File: src/rtl/sorted_loader_pkg.sv
// Shared types and default sizes for the sorted loader fill stage.
package sorted_loader_pkg;

  localparam int unsigned DEF_N    = 32;
  localparam int unsigned DEF_LOGN = 5;
  localparam int unsigned DEF_W    = 8;

  typedef enum logic [1:0] {
    S_IDLE = 2'd0,
    S_RD   = 2'd1,
    S_CMP  = 2'd2,
    S_INS  = 2'd3
  } state_t;

endpackage : sorted_loader_pkg

File: src/rtl/sorted_loader_if.sv
// Input handshake plus external single-port RAM bus for the sorted loader.
interface sorted_loader_if
  import sorted_loader_pkg::*;
#(
  parameter int unsigned LOGN = DEF_LOGN,
  parameter int unsigned W    = DEF_W
) ();

  logic            in_valid;
  logic [W-1:0]    in_data;
  logic            in_ready;
  logic [LOGN-1:0] ram_addr;
  logic [W-1:0]    ram_wdata;
  logic            ram_we;
  logic [W-1:0]    ram_rdata;

  // Producer of values and owner of the RAM
  modport master (
    output in_valid, in_data, ram_rdata,
    input  in_ready, ram_addr, ram_wdata, ram_we
  );

  // The loader itself
  modport slave (
    input  in_valid, in_data, ram_rdata,
    output in_ready, ram_addr, ram_wdata, ram_we
  );

endinterface : sorted_loader_if

File: src/rtl/sorted_loader_control.sv
// Insertion FSM: accept, read neighbour, compare/shift, insert.
module sorted_loader_control
  import sorted_loader_pkg::*;
(
  input  logic clk,
  input  logic reset,
  input  logic clear,
  input  logic in_valid,
  input  logic full,
  input  logic cnt_zero,
  input  logic hole_is_one,
  input  logic rd_gt_v,
  output logic in_ready_c,
  output logic accept_c,
  output logic clear_c,
  output logic rd_c,
  output logic shift_c,
  output logic ins_c,
  output logic busy
);

  state_t state_q;
  state_t state_d;

  // State register; busy is registered from the next state
  always_ff @(posedge clk) begin
    if (reset) begin
      state_q <= S_IDLE;
      busy    <= 1'b0;
    end else begin
      state_q <= state_d;
      busy    <= (state_d != S_IDLE);
    end
  end

  // Next-state and per-state strobes for the datapath
  always_comb begin
    state_d    = state_q;
    in_ready_c = 1'b0;
    accept_c   = 1'b0;
    clear_c    = 1'b0;
    rd_c       = 1'b0;
    shift_c    = 1'b0;
    ins_c      = 1'b0;
    case (state_q)
      S_IDLE: begin
        in_ready_c = !full && !reset && !clear;
        if (clear) begin
          clear_c = 1'b1;
        end else if (in_valid && in_ready_c) begin
          accept_c = 1'b1;
          state_d  = cnt_zero ? S_INS : S_RD;
        end
      end
      S_RD: begin
        rd_c    = 1'b1;
        state_d = S_CMP;
      end
      S_CMP: begin
        if (rd_gt_v) begin
          shift_c = 1'b1;
          state_d = hole_is_one ? S_INS : S_RD;
        end else begin
          state_d = S_INS;
        end
      end
      S_INS: begin
        ins_c   = 1'b1;
        state_d = S_IDLE;
      end
      default: state_d = S_IDLE;
    endcase
  end

endmodule : sorted_loader_control

File: src/rtl/sorted_loader_datapath.sv
// Value/hole/count registers, neighbour compare and RAM port muxing.
module sorted_loader_datapath
  import sorted_loader_pkg::*;
#(
  parameter int unsigned N    = DEF_N,
  parameter int unsigned LOGN = DEF_LOGN,
  parameter int unsigned W    = DEF_W
) (
  input  logic            clk,
  input  logic            reset,
  input  logic            accept_c,
  input  logic            clear_c,
  input  logic            rd_c,
  input  logic            shift_c,
  input  logic            ins_c,
  input  logic [W-1:0]    in_data,
  input  logic [W-1:0]    ram_rdata,
  output logic [LOGN-1:0] ram_addr_c,
  output logic [W-1:0]    ram_wdata_c,
  output logic            ram_we_c,
  output logic [LOGN:0]   count,
  output logic            full,
  output logic            cnt_zero,
  output logic            hole_is_one,
  output logic            rd_gt_v
);

  localparam int unsigned CW = LOGN + 1;

  logic [W-1:0]    v_q;
  logic [LOGN-1:0] hole_q;
  logic [CW-1:0]   count_d;

  // Next table size: clear empties, a completed insert adds one
  always_comb begin
    count_d = count;
    if (clear_c) begin
      count_d = '0;
    end else if (ins_c) begin
      count_d = count + CW'(1);
    end
  end

  // Latched value, free slot and table size
  always_ff @(posedge clk) begin
    if (reset) begin
      v_q    <= '0;
      hole_q <= '0;
      count  <= '0;
      full   <= 1'b0;
    end else begin
      if (accept_c) begin
        v_q    <= in_data;
        hole_q <= count[LOGN-1:0];
      end else if (shift_c) begin
        hole_q <= hole_q - LOGN'(1);
      end
      count <= count_d;
      full  <= (count_d == CW'(N));
    end
  end

  // RAM port: read below the hole, shift into the hole, or drop v into it
  always_comb begin
    ram_addr_c  = '0;
    ram_wdata_c = v_q;
    ram_we_c    = 1'b0;
    if (rd_c) begin
      ram_addr_c = hole_q - LOGN'(1);
    end
    if (shift_c) begin
      ram_addr_c  = hole_q;
      ram_wdata_c = ram_rdata;
      ram_we_c    = !reset;
    end
    if (ins_c) begin
      ram_addr_c  = hole_q;
      ram_wdata_c = v_q;
      ram_we_c    = !reset;
    end
  end

  // Status back to the FSM
  assign cnt_zero    = (count == '0);
  assign hole_is_one = (hole_q == LOGN'(1));
  assign rd_gt_v     = (ram_rdata > v_q);

endmodule : sorted_loader_datapath

File: src/rtl/sorted_loader.sv
// Insertion-sort fill stage keeping an external RAM in ascending order.
module sorted_loader
  import sorted_loader_pkg::*;
#(
  parameter int unsigned N    = DEF_N,
  parameter int unsigned LOGN = DEF_LOGN,
  parameter int unsigned W    = DEF_W
) (
  input  logic           clk,
  input  logic           reset,
  input  logic           clear,
  sorted_loader_if.slave bus,
  output logic [LOGN:0]  count,
  output logic           full,
  output logic           busy
);

  logic            in_ready_c;
  logic            accept_c;
  logic            clear_c;
  logic            rd_c;
  logic            shift_c;
  logic            ins_c;
  logic            cnt_zero;
  logic            hole_is_one;
  logic            rd_gt_v;
  logic [LOGN-1:0] ram_addr_c;
  logic [W-1:0]    ram_wdata_c;
  logic            ram_we_c;

  sorted_loader_control u_control (
    .clk         (clk),
    .reset       (reset),
    .clear       (clear),
    .in_valid    (bus.in_valid),
    .full        (full),
    .cnt_zero    (cnt_zero),
    .hole_is_one (hole_is_one),
    .rd_gt_v     (rd_gt_v),
    .in_ready_c  (in_ready_c),
    .accept_c    (accept_c),
    .clear_c     (clear_c),
    .rd_c        (rd_c),
    .shift_c     (shift_c),
    .ins_c       (ins_c),
    .busy        (busy)
  );

  sorted_loader_datapath #(
    .N    (N),
    .LOGN (LOGN),
    .W    (W)
  ) u_datapath (
    .clk         (clk),
    .reset       (reset),
    .accept_c    (accept_c),
    .clear_c     (clear_c),
    .rd_c        (rd_c),
    .shift_c     (shift_c),
    .ins_c       (ins_c),
    .in_data     (bus.in_data),
    .ram_rdata   (bus.ram_rdata),
    .ram_addr_c  (ram_addr_c),
    .ram_wdata_c (ram_wdata_c),
    .ram_we_c    (ram_we_c),
    .count       (count),
    .full        (full),
    .cnt_zero    (cnt_zero),
    .hole_is_one (hole_is_one),
    .rd_gt_v     (rd_gt_v)
  );

  // Drive the interface outputs
  assign bus.in_ready  = in_ready_c;
  assign bus.ram_addr  = ram_addr_c;
  assign bus.ram_wdata = ram_wdata_c;
  assign bus.ram_we    = ram_we_c;

endmodule : sorted_loader

File: src/flat_wrapper.sv
// flat-port wrapper written by rule: the top's interface ports become plain ports
module sorted_loader_flat import sorted_loader_pkg::*;
#(
  parameter int unsigned N    = DEF_N,
  parameter int unsigned LOGN = DEF_LOGN,
  parameter int unsigned W    = DEF_W
)
  (clk, reset, clear, count, full, busy, bus_in_valid, bus_in_data, bus_ram_rdata, bus_in_ready, bus_ram_addr, bus_ram_wdata, bus_ram_we);
  sorted_loader_if #(.LOGN(LOGN), .W(W)) bus_i ();
  input  logic clk;
  input  logic reset;
  input  logic clear;
  output logic [LOGN:0] count;
  output logic full;
  output logic busy;
  input wire logic [$bits(bus_i.in_valid)-1:0] bus_in_valid;
  input wire logic [$bits(bus_i.in_data)-1:0] bus_in_data;
  input wire logic [$bits(bus_i.ram_rdata)-1:0] bus_ram_rdata;
  output wire logic [$bits(bus_i.in_ready)-1:0] bus_in_ready;
  output wire logic [$bits(bus_i.ram_addr)-1:0] bus_ram_addr;
  output wire logic [$bits(bus_i.ram_wdata)-1:0] bus_ram_wdata;
  output wire logic [$bits(bus_i.ram_we)-1:0] bus_ram_we;
  assign bus_i.in_valid = bus_in_valid;
  assign bus_i.in_data = bus_in_data;
  assign bus_i.ram_rdata = bus_ram_rdata;
  assign bus_in_ready = bus_i.in_ready;
  assign bus_ram_addr = bus_i.ram_addr;
  assign bus_ram_wdata = bus_i.ram_wdata;
  assign bus_ram_we = bus_i.ram_we;
  sorted_loader #(.N(N), .LOGN(LOGN), .W(W)) u_core (.clk(clk), .reset(reset), .clear(clear), .bus(bus_i), .count(count), .full(full), .busy(busy));
endmodule
File: config.mk
export PLATFORM = sky130hd
export DESIGN_NAME = sorted_loader_flat
export DESIGN_NICKNAME = d
export VERILOG_FILES = /design/src/rtl/sorted_loader_pkg.sv /design/src/rtl/sorted_loader_if.sv /design/src/rtl/sorted_loader_control.sv /design/src/rtl/sorted_loader_datapath.sv /design/src/rtl/sorted_loader.sv /design/src/flat_wrapper.sv
export SDC_FILE = /design/constraint.sdc
export NUM_CORES = 1
export LEC_CHECK = 0
export ABC_AREA = 1
export BUFFER_PORTS_ARGS = -buffer_cell sky130_fd_sc_hd__buf_2
export CAP_MARGIN = 20
export CELL_PAD_IN_SITES_DETAIL_PLACEMENT = 0
export CELL_PAD_IN_SITES_GLOBAL_PLACEMENT = 1
export CORE_ASPECT_RATIO = 0.6
export CORE_MARGIN = 2
export CORE_UTILIZATION = 38
export CTS_CLUSTER_SIZE = 8
export DETAILED_ROUTE_END_ITERATION = 7
export GPL_TIMING_DRIVEN = 0
export HOLD_SLACK_MARGIN = 0.03
export PLACE_DENSITY = 0.83
export SLEW_MARGIN = 20
export SYNTH_ARGS = -nofsm -noshare
export SYNTH_HDL_FRONTEND = slang
export SYNTH_SLANG_ARGS = --single-unit
export TNS_END_PERCENT = 1
File: constraint.sdc
create_clock -name clk -period 4.2 [get_ports clk]
set_clock_uncertainty 0.15 [all_clocks]
set_input_delay 0.21 -clock clk [delete_from_list [all_inputs] [get_ports clk]]
set_output_delay 0.21 -clock clk [all_outputs]
set_load 0.01 [all_outputs]
==> results.txt, run 1 <==
----------------------------------------------------
[Clocking]
  Source-to-sink clock delay at the later pin of the worst-skew pair ... 0.27 ns
  CTS tree ... done
  H-tree levels ... 1
  Clock Tree Root ... sky130_fd_sc_hd__clkbuf_8
  Num Clock Sinks ... 23
  Post-cts repair resize count ... 0
  Clock-pin slew on the worst setup and hold paths ... 0.09 ns
  Number of buffers created by CTS ... 3
  CTS max path bufs ... 2

[Global routing]
  Gr usage total ... 0.178
  Overall overflow remaining after global route ... 0
  Pin count of the biggest net entering global routing ... 15
  Via count of the first global-routing pass ... 1330
  Wire length of the first global-routing pass ... 6140 um
  Number of antenna violations at the first check in global routing ... 0

[STA]
  Setup slack after layout ... 1.73 ns
  Total negative slack for setup checks ... 0 ns
  Fin crit share ... 0.587
  Setup violations, final ... 0
  Worst relative slew slack ... 0.666
  Unrepaired setup endpoints after global routing ... no
  Tightest Pin Transition ... 0.501 ns
  Upper clock frequency limit ... 405 MHz
  Hold Violations, Final ... 0
  Max-slew violations ... 0
  Clock period minus worst slack ... 2.47 ns

[Logic synthesis]
  Dominant cells by area after synthesis ... sky130_fd_sc_hd__dfxtp_1 (31%), sky130_fd_sc_hd__nand2_1 (13%), sky130_fd_sc_hd__ha_1 (10%)
  Top cell type by total area after synthesis ... sky130_fd_sc_hd__dfxtp_1
  Leading cell types by count after synthesis ... sky130_fd_sc_hd__nand2_1 (53), sky130_fd_sc_hd__inv_1 (29), sky130_fd_sc_hd__dfxtp_1 (23), sky130_fd_sc_hd__nor2_1 (21), sky130_fd_sc_hd__o21ai_0 (16)
  Register area share after synthesis ... 0.308
  Synthesized netlist cell count ... 222
  Flip-flop and latch count after synthesis ... 23
  Share of the synthesized netlist area taken by xor and xnor gates ... 0.0176
  Mux cell area share after synthesis ... 0
  Complex-gate fraction of the synthesized area ... 0.153
  Share of synthesized cell area in full adder, half adder and majority cells ... 0.100
  Most instantiated library cell after synthesis ... sky130_fd_sc_hd__nand2_1
  Synth Cell Area ... 1500 sq um
  Yosys Warn Count ... 0
  Post-synthesis cell type count ... 31
  Number of synthesized flops with an enable pin ... 0
  Largest family of logic cells by synthesized area ... simple AND/OR/NAND/NOR gates
  Synth Net Count ... 254
  Top_reg_cell synth ... sky130_fd_sc_hd__dfxtp_1
  Portion of synthesized cell area occupied by the leading cell type ... 0.308
  Mean area per synthesized cell ... 6.74 sq um
  Fraction of the mapped netlist area in simple logic gates ... 0.306
  Share of synthesized registers carrying an async set or reset ... 0

[Drt]
  DRC violations left ... 0
  Detailed-route vias per instance ... 4.72
  Total iterations of the first detailed-routing run ... 4
  Initial drt markers ... 58
  Total via count in the routed design ... 1492
  Sum of routed wire length over all layers ... 3660 um
  Routed wirelength normalized by instance count ... 11.6 um
  Antenna violation net count after detailed routing ... 0

[Place]
  Final GP Congestion ... 0.925
  Half-perimeter wire length after detailed placement ... 2960 um
  DP Worst Slack ... 2.05 ns
  Cell total after placement ... 311
  IO buf count ... 42

[Worst setup path]
  Top cell by count, worst path ... sky130_fd_sc_hd__nand2_1
  Top cell family by delay on the critical path ... simple AND/OR/NAND/NOR gates
  Crit Path Category ... reg -> out
  Delay of the slowest cell on the worst path ... 0.32 ns
  Maximum fanout encountered on the critical timing path ... 9
  Standard cell with the maximum stage delay on the critical path ... sky130_fd_sc_hd__dfxtp_1
  Endpoint class of the critical path ... output port
  Startpoint type of the worst setup path ... flop
  Crit path cell chain ... inv_1, ha_1, nand2_1, nor2_1, nand2_1, nand2_2, nand3_4, nand2_1, inv_1, o21ai_1, buf_2
  Data arrival at the endpoint of the critical path ... 2.11 ns
  Req. time, crit path ... 3.84 ns
  Buffer and inverter count on the worst path ... 3

[Floorplan]
  Row cnt ... 17
  Floorplan die height ... 52.6 um
  Floorplan die width ... 85.0 um
  Core region area ... 3720 sq um
  DIE AREA ... 4470 sq um
  Initial Utilization ... 0.402
  Number of I/O pins ... 43

[Flow run]
  Max-capacitance violation count ... 0

[Pwr]
  Total Power ... 524 uW
  Power per cell area ... 287 nW/um^2
  Total leakage power ... 0.000906 uW
  Maximum resistive drop on vdd ... 0.000159 V

[Layout]
  Number of antenna diodes ... 0
  Final-layout fill cell count ... 385
  Number of nets at the end of the flow ... 302
  Register area ... 460 sq um
  Final core area utilization ... 0.490
  Post-route non-filler standard cell count ... 316
  Multi-input logic area ... 863 sq um
  Share of post-route cells with drive strength above 1 ... 0.230
  Area added between synthesis and finish ... 21.9%

[Hold path]
  Class of the tightest hold or removal check ... in -> reg

[Outcome]
  Outcome ... completed

----------------------------------------------------
[worst register-to-register path: stages (launching register included)]
cell and delay, ns:
sky130_fd_sc_hd__dfxtp_1 0.32, sky130_fd_sc_hd__inv_1 0.06, sky130_fd_sc_hd__ha_1 0.30, sky130_fd_sc_hd__nand2_1 0.07
sky130_fd_sc_hd__nor2_1 0.22, sky130_fd_sc_hd__nand4_2 0.18, sky130_fd_sc_hd__nand3_4 0.18, sky130_fd_sc_hd__nand2_1 0.16
sky130_fd_sc_hd__nand2_1 0.10, sky130_fd_sc_hd__a21oi_1 0.06
[placed cells by master (no fill, tap or decap)]
| cell type | netlist | final |
|---|---|---|
| sky130_fd_sc_hd__or2_1 | 1 | 1 |
| sky130_fd_sc_hd__xor2_1 | 2 | 2 |
| sky130_fd_sc_hd__inv_1 | 29 | 29 |
| sky130_fd_sc_hd__nand3_1 | 14 | 14 |
| sky130_fd_sc_hd__clkinv_1 | 1 | 1 |
| sky130_fd_sc_hd__buf_2 | 0 | 42 |
| sky130_fd_sc_hd__ha_1 | 12 | 12 |
| sky130_fd_sc_hd__inv_2 | 4 | 4 |
| sky130_fd_sc_hd__nor2_1 | 21 | 21 |
| sky130_fd_sc_hd__a21oi_1 | 13 | 13 |
| sky130_fd_sc_hd__o21ai_0 | 16 | 16 |
| sky130_fd_sc_hd__nand2_1 | 53 | 53 |
| sky130_fd_sc_hd__nor2_4 | 1 | 1 |
| sky130_fd_sc_hd__inv_4 | 1 | 1 |
| sky130_fd_sc_hd__buf_4 | 1 | 1 |
| sky130_fd_sc_hd__a21o_1 | 1 | 1 |
| sky130_fd_sc_hd__clkbuf_8 | 0 | 3 |
| sky130_fd_sc_hd__nand4_2 | 1 | 1 |
| sky130_fd_sc_hd__nand3_4 | 1 | 1 |
| sky130_fd_sc_hd__xnor2_1 | 1 | 1 |
| sky130_fd_sc_hd__nand3_2 | 1 | 1 |
| sky130_fd_sc_hd__nor2_2 | 1 | 1 |
| sky130_fd_sc_hd__clkbuf_1 | 2 | 2 |
| sky130_fd_sc_hd__dfxtp_1 | 23 | 23 |
| sky130_fd_sc_hd__o21bai_1 | 1 | 1 |
| sky130_fd_sc_hd__dlygate4sd3_1 | 0 | 1 |
| sky130_fd_sc_hd__o211ai_1 | 1 | 1 |
| sky130_fd_sc_hd__nand4_1 | 2 | 2 |
| sky130_fd_sc_hd__clkinvlp_4 | 0 | 1 |
| sky130_fd_sc_hd__buf_6 | 2 | 2 |
| sky130_fd_sc_hd__nor4_1 | 1 | 1 |
| sky130_fd_sc_hd__a21oi_4 | 1 | 1 |
| sky130_fd_sc_hd__o21ai_1 | 9 | 9 |
| sky130_fd_sc_hd__nand2_2 | 2 | 2 |
| sky130_fd_sc_hd__nor3_1 | 3 | 3 |
[where the power goes]
| group | internal [uW] | total [uW] | switching (uW) |
|---|---|---|---|
| Clock | 67.4 | 148 | 80.2 |
| Sequential | 230 | 238 | 8.69 |
| Combinational | 55.3 | 138 | 82.9 |
| Total | 352 | 524 | 172 |
[what timing repair did]
action,CTS,global route
hold endpoints to repair,1,0
hold buffers,1,0
buffers inserted,0,0
[registers in the layout (all words and copies together) (netlist names)]
name	cells
u_core.u_datapath.full	1
u_core.u_control.state_q	2
u_core.u_datapath.v_q	8
u_core.u_datapath.count	6
u_core.u_control.busy	1
u_core.u_datapath.hole_q	5
[kinds of logic (layout without fill, tap and decap cells)]
kind of cell | Yosys count | in the layout
compound gates | 42 | 42
buf+inv | 40 | 87
simple gates | 102 | 102
fa+ha+maj | 12 | 12
xor+xnor | 3 | 3
flops | 23 | 23
[layout make-up]
type / instances / area share
repair buffers: 43 / 0.121
flip-flops and latches: 23 / 0.253
well taps: 47 / 0.0323
inverters: 35 / 0.0734
clock buffers: 3 / 0.0226
multi-input cells: 159 / 0.474
plain buffers: 5 / 0.0206
clock inverters: 1 / 0.00412
[per-layer routing]
layer | routed length (um) | part of all wire | GRT usage | vias up
li1 | - | - | - | 809
met1 | 2040 | 0.56 | 0.271 | 651
met2 | 1400 | 0.38 | 0.246 | 28
met3 | 185 | 0.051 | 0.0394 | 4
met4 | 44 | 0.012 | 0.0556 | 0
met5 | 0 | 0 | 0 | -
[per-stage QoR]
stage | hold WS, ns | instance area [sq um]
after floorplan | 0.127 | 1500
after global placement | 0.311 | 1760
after detailed placement | 0.309 | 1760
after CTS | 0.0376 | 1820
after global routing | 0.0421 | 1820
final | 0.0427 | 1820
[final timing paths]
kind,start,to,slack (ns),cells after the start
setup / recovery,u_core.u_datapath.v_q[7]$_SDFFE_PP0P_,bus_ram_addr[4],1.73,11
hold / removal,reset,u_core.u_control.state_q[0]$_SDFF_PP0_,0.04,2
setup reg to reg,u_core.u_datapath.v_q[7]$_SDFFE_PP0P_,u_core.u_datapath.hole_q[1]$_SDFFE_PP0P_,2.28,9
hold reg to reg,u_core.u_datapath.v_q[5]$_SDFFE_PP0P_,u_core.u_datapath.v_q[5]$_SDFFE_PP0P_,0.34,2
(Power assumes the default switching activity.)
==> run 2: changes to the inputs <==
- CORE_UTILIZATION: 38 -> 35
- PLACE_DENSITY: 0.83 -> 0.77
- clock period: 4.2 -> 2.59 ns (I/O delays scaled with it)
==> results.txt, run 2 (synthesis results as in run 1) <==
----------------------------------------------------
[Layout]
  Register area ... 460 sq um (unchanged)
  Final core area utilization ... 0.468 (was 0.490)
  Commonest cells after routing, fill and taps aside ... sky130_fd_sc_hd__nand2_1 (53), sky130_fd_sc_hd__buf_2 (42), sky130_fd_sc_hd__inv_1 (29), sky130_fd_sc_hd__dfxtp_1 (23), sky130_fd_sc_hd__nor2_1 (21) (unchanged)
  Post-route non-filler standard cell count ... 337 (was 316)
  Number of antenna diodes ... 0 (unchanged)
  Number of nets at the end of the flow ... 310 (was 302)
  Leading cell type in the layout, fill and taps excluded ... sky130_fd_sc_hd__nand2_1 (unchanged)
  Max reg flops ... 8 (unchanged)
  Leading registers by flop count ... u_core.u_datapath.v_q: 8 flops, u_core.u_datapath.count: 6 flops, u_core.u_datapath.hole_q: 5 flops (unchanged)
  Area added between synthesis and finish ... 28.2% (was 21.9%)
  Register with the most flip-flops ... u_core.u_datapath.v_q (unchanged)
  Multi-input logic area ... 863 sq um (unchanged)
  Share of post-route cells with drive strength above 1 ... 0.224 (was 0.230)
  Final-layout fill cell count ... 467 (was 385)

[Global routing]
  Pin count of the biggest net entering global routing ... 14 (was 15)
  Via count of the first global-routing pass ... 1331 (was 1330)
  Most Used Layer, Global Route ... met1 (unchanged)
  Met1 demand-to-capacity share in global routing ... 0.271 (about the same)
  Gr usage total ... 0.177 (was 0.178)
  Global routing met2 resource utilization ... 0.244 (was 0.246)
  Number of antenna violations at the first check in global routing ... 0 (unchanged)
  Wire length of the first global-routing pass ... 6330 um (was 6140 um)
  Met3 Resource Use GR ... 0.0452 (was 0.0394)
  Overall overflow remaining after global route ... 0 (unchanged)

[STA]
  Upper clock frequency limit ... 420 MHz
  Max-slew violations ... 0 (unchanged)
  Total negative slack for setup checks ... 0 ns (unchanged)
  Setup violations, final ... 0 (unchanged)
  WHS ... 0.185 ns (was 0.0427 ns)
  Hold Violations, Final ... 0 (unchanged)
  Unrepaired setup endpoints after global routing ... no (unchanged)
  Clock period minus worst slack ... 2.38 ns
  Fin crit share ... 0.920
  Tightest Pin Transition ... 0.483 ns (was 0.501 ns)
  Worst relative slew slack ... 0.678 (was 0.666)

[Place]
  Half-perimeter wire length after detailed placement ... 3070 um (was 2960 um)
  Final GP Congestion ... 0.809 (was 0.925)
  IO buf count ... 42 (unchanged)
  Cell total after placement ... 324 (was 311)

[Pwr]
  Clock share of power ... 0.276 (was 0.282)
  Power per cell area ... 449 nW/um^2 (was 287 nW/um^2)
  Part of the total power dissipated in sequential elements ... 0.450 (was 0.455)
  Cell-internal power ... 578 uW (was 352 uW)
  Net switching component of the power ... 282 uW (was 172 uW)
  Maximum resistive drop on vdd ... 0.000229 V (was 0.000159 V)
  Proportion of power drawn by combinational gates ... 0.273 (was 0.264)
  Total leakage power ... 0.000943 uW (was 0.000906 uW)
  Total Power ... 860 uW (was 524 uW)
  Switching Share ... 0.328 (about the same)

[Drt]
  Initial drt markers ... 40 (was 58)
  Sum of routed wire length over all layers ... 3890 um (was 3660 um)
  Routed wirelength normalized by instance count ... 11.5 um (was 11.6 um)
  Total iterations of the first detailed-routing run ... 4 (unchanged)
  DRC violations left ... 0 (unchanged)
  Total via count in the routed design ... 1474 (was 1492)
  Antenna violation net count after detailed routing ... 0 (unchanged)
  Detailed-route vias per instance ... 4.37 (was 4.72)

[Floorplan]
  Row cnt ... 18 (was 17)
  Core region area ... 4100 sq um (was 3720 sq um)
  Initial Utilization ... 0.365 (was 0.402)
  Floorplan die width ... 88.4 um (was 85.0 um)
  Floorplan die height ... 54.6 um (was 52.6 um)
  Number of I/O pins ... 43 (unchanged)
  DIE AREA ... 4830 sq um (was 4470 sq um)

[Worst setup path]
  Startpoint of the worst register-to-register path ... u_core.u_datapath.v_q[7]$_SDFFE_PP0P_ (unchanged)
  Maximum fanout encountered on the critical timing path ... 9 (unchanged)
  Crit Path Category ... reg -> out (unchanged)
  Endpoint of the worst-slack reg-to-reg timing path ... u_core.u_datapath.hole_q[4]$_SDFFE_PP0P_ (was u_core.u_datapath.hole_q[1]$_SDFFE_PP0P_)
  Worst reg-to-reg setup slack ... 0.71 ns (was 2.28 ns)
  Data arrival at the endpoint of the critical path ... 2.10 ns (was 2.11 ns)
  Endpoint class of the critical path ... output port (unchanged)
  Req. time, crit path ... 2.31 ns (was 3.84 ns)
  Startpoint type of the worst setup path ... flop (unchanged)
  Register-to-Register Path Depth ... 9 (unchanged)

[Clocking]
  CTS tree ... done (unchanged)
  Num Clock Sinks ... 23 (unchanged)
  Number of buffers created by CTS ... 3 (unchanged)
  Clock Tree Root ... sky130_fd_sc_hd__clkbuf_8 (unchanged)
  H-tree levels ... 1 (unchanged)
  Clock-pin slew on the worst setup and hold paths ... 0.09 ns (about the same)
  Source-to-sink clock delay at the later pin of the worst-skew pair ... 0.27 ns (about the same)
  CTS max path bufs ... 2 (unchanged)

[Flow run]
  Max-capacitance violation count ... 0 (unchanged)

[Hold path]
  Hold Path Origin ... bus_in_valid (was reset)
  Number of cells traversed by the worst hold path ... 5 (was 2)
  Class of the tightest hold or removal check ... in -> reg (unchanged)
  Worst Hold End ... u_core.u_datapath.v_q[0]$_SDFFE_PP0P_ (was u_core.u_control.state_q[0]$_SDFF_PP0_)

[Outcome]
  Outcome ... completed (unchanged)

----------------------------------------------------
==> run 2: cell types whose count changed in the layout (fill, tap and decap cells not counted), sizes merged <==
cell | before | now
clkinv | 1 | 2
dlygate4sd3 | 1 | 9
clkinvlp | 1 | 0
==> run 2: layer usage <==
layer,vias to the layer above,wire [um]
met2,40,1390
met1,609,2200
met3,2,278
met5,-,0
met4,0,20
li1,823,-
==> run 2: how the worst max path moves through the flow <==
stage | from | to | slack [ns] | cells past startpoint
finish | u_core.u_datapath.v_q[7]$_SDFFE_PP0P_ | bus_ram_addr[4] | 0.21 | 11
global route | u_core.u_datapath.v_q[7]$_SDFFE_PP0P_ | bus_ram_wdata[4] | 0.05 | 12
CTS | u_core.u_datapath.v_q[7]$_SDFFE_PP0P_ | bus_ram_addr[4] | 0.20 | 11
detailed placement | u_core.u_datapath.v_q[7]$_SDFFE_PP0P_ | bus_ram_addr[4] | 0.54 | 11
global placement | u_core.u_datapath.v_q[7]$_SDFFE_PP0P_ | bus_ram_addr[4] | 0.53 | 11
floorplan | u_core.u_datapath.v_q[7]$_SDFFE_PP0P_ | bus_ram_wdata[1] | 0.81 | 9
==> run 2: power by group through the flow <==
stage	clock, uW	combinational (uW)	sequential, uW
after floorplan	0	154	392
after global placement	0	224	395
after detailed placement	0	224	395
after CTS	242	236	387
after global routing	254	268	390
final	238	235	387
==> run 2: critical path: stages, from the launching register on <==
cell	delay, ns
sky130_fd_sc_hd__dfxtp_1	0.32
sky130_fd_sc_hd__inv_1	0.06
sky130_fd_sc_hd__ha_1	0.29
sky130_fd_sc_hd__nand2_1	0.07
sky130_fd_sc_hd__nor2_1	0.20
sky130_fd_sc_hd__nand2_1	0.10
sky130_fd_sc_hd__nand2_2	0.10
sky130_fd_sc_hd__nand3_4	0.13
sky130_fd_sc_hd__nand2_1	0.21
sky130_fd_sc_hd__inv_1	0.08
sky130_fd_sc_hd__o21ai_1	0.13
sky130_fd_sc_hd__buf_2	0.15
==> run 2: area by class of cell <==
class,count,area share
repair buffers,51,0.157
flip-flops and latches,23,0.240
clock buffers,3,0.0215
plain buffers,5,0.0196
inverters,35,0.0698
multi-input cells,159,0.450
clock inverters,1,0.00261
well taps,60,0.0392
==> run 2: stage by stage <==
stage	instance area, sq um	setup slack [ns]
global route	1920	0.0535
floorplan	1500	0.809
global placement	1780	0.535
CTS	1920	0.203
detailed placement	1780	0.535
finish	1920	0.208
==> run 2: repair_timing <==
action,4_1_cts,5_1_grt
resized for setup,0,0
hold buffers,9,0
setup endpoints to repair,0,0
buffers inserted,0,0
hold endpoints to repair,9,0
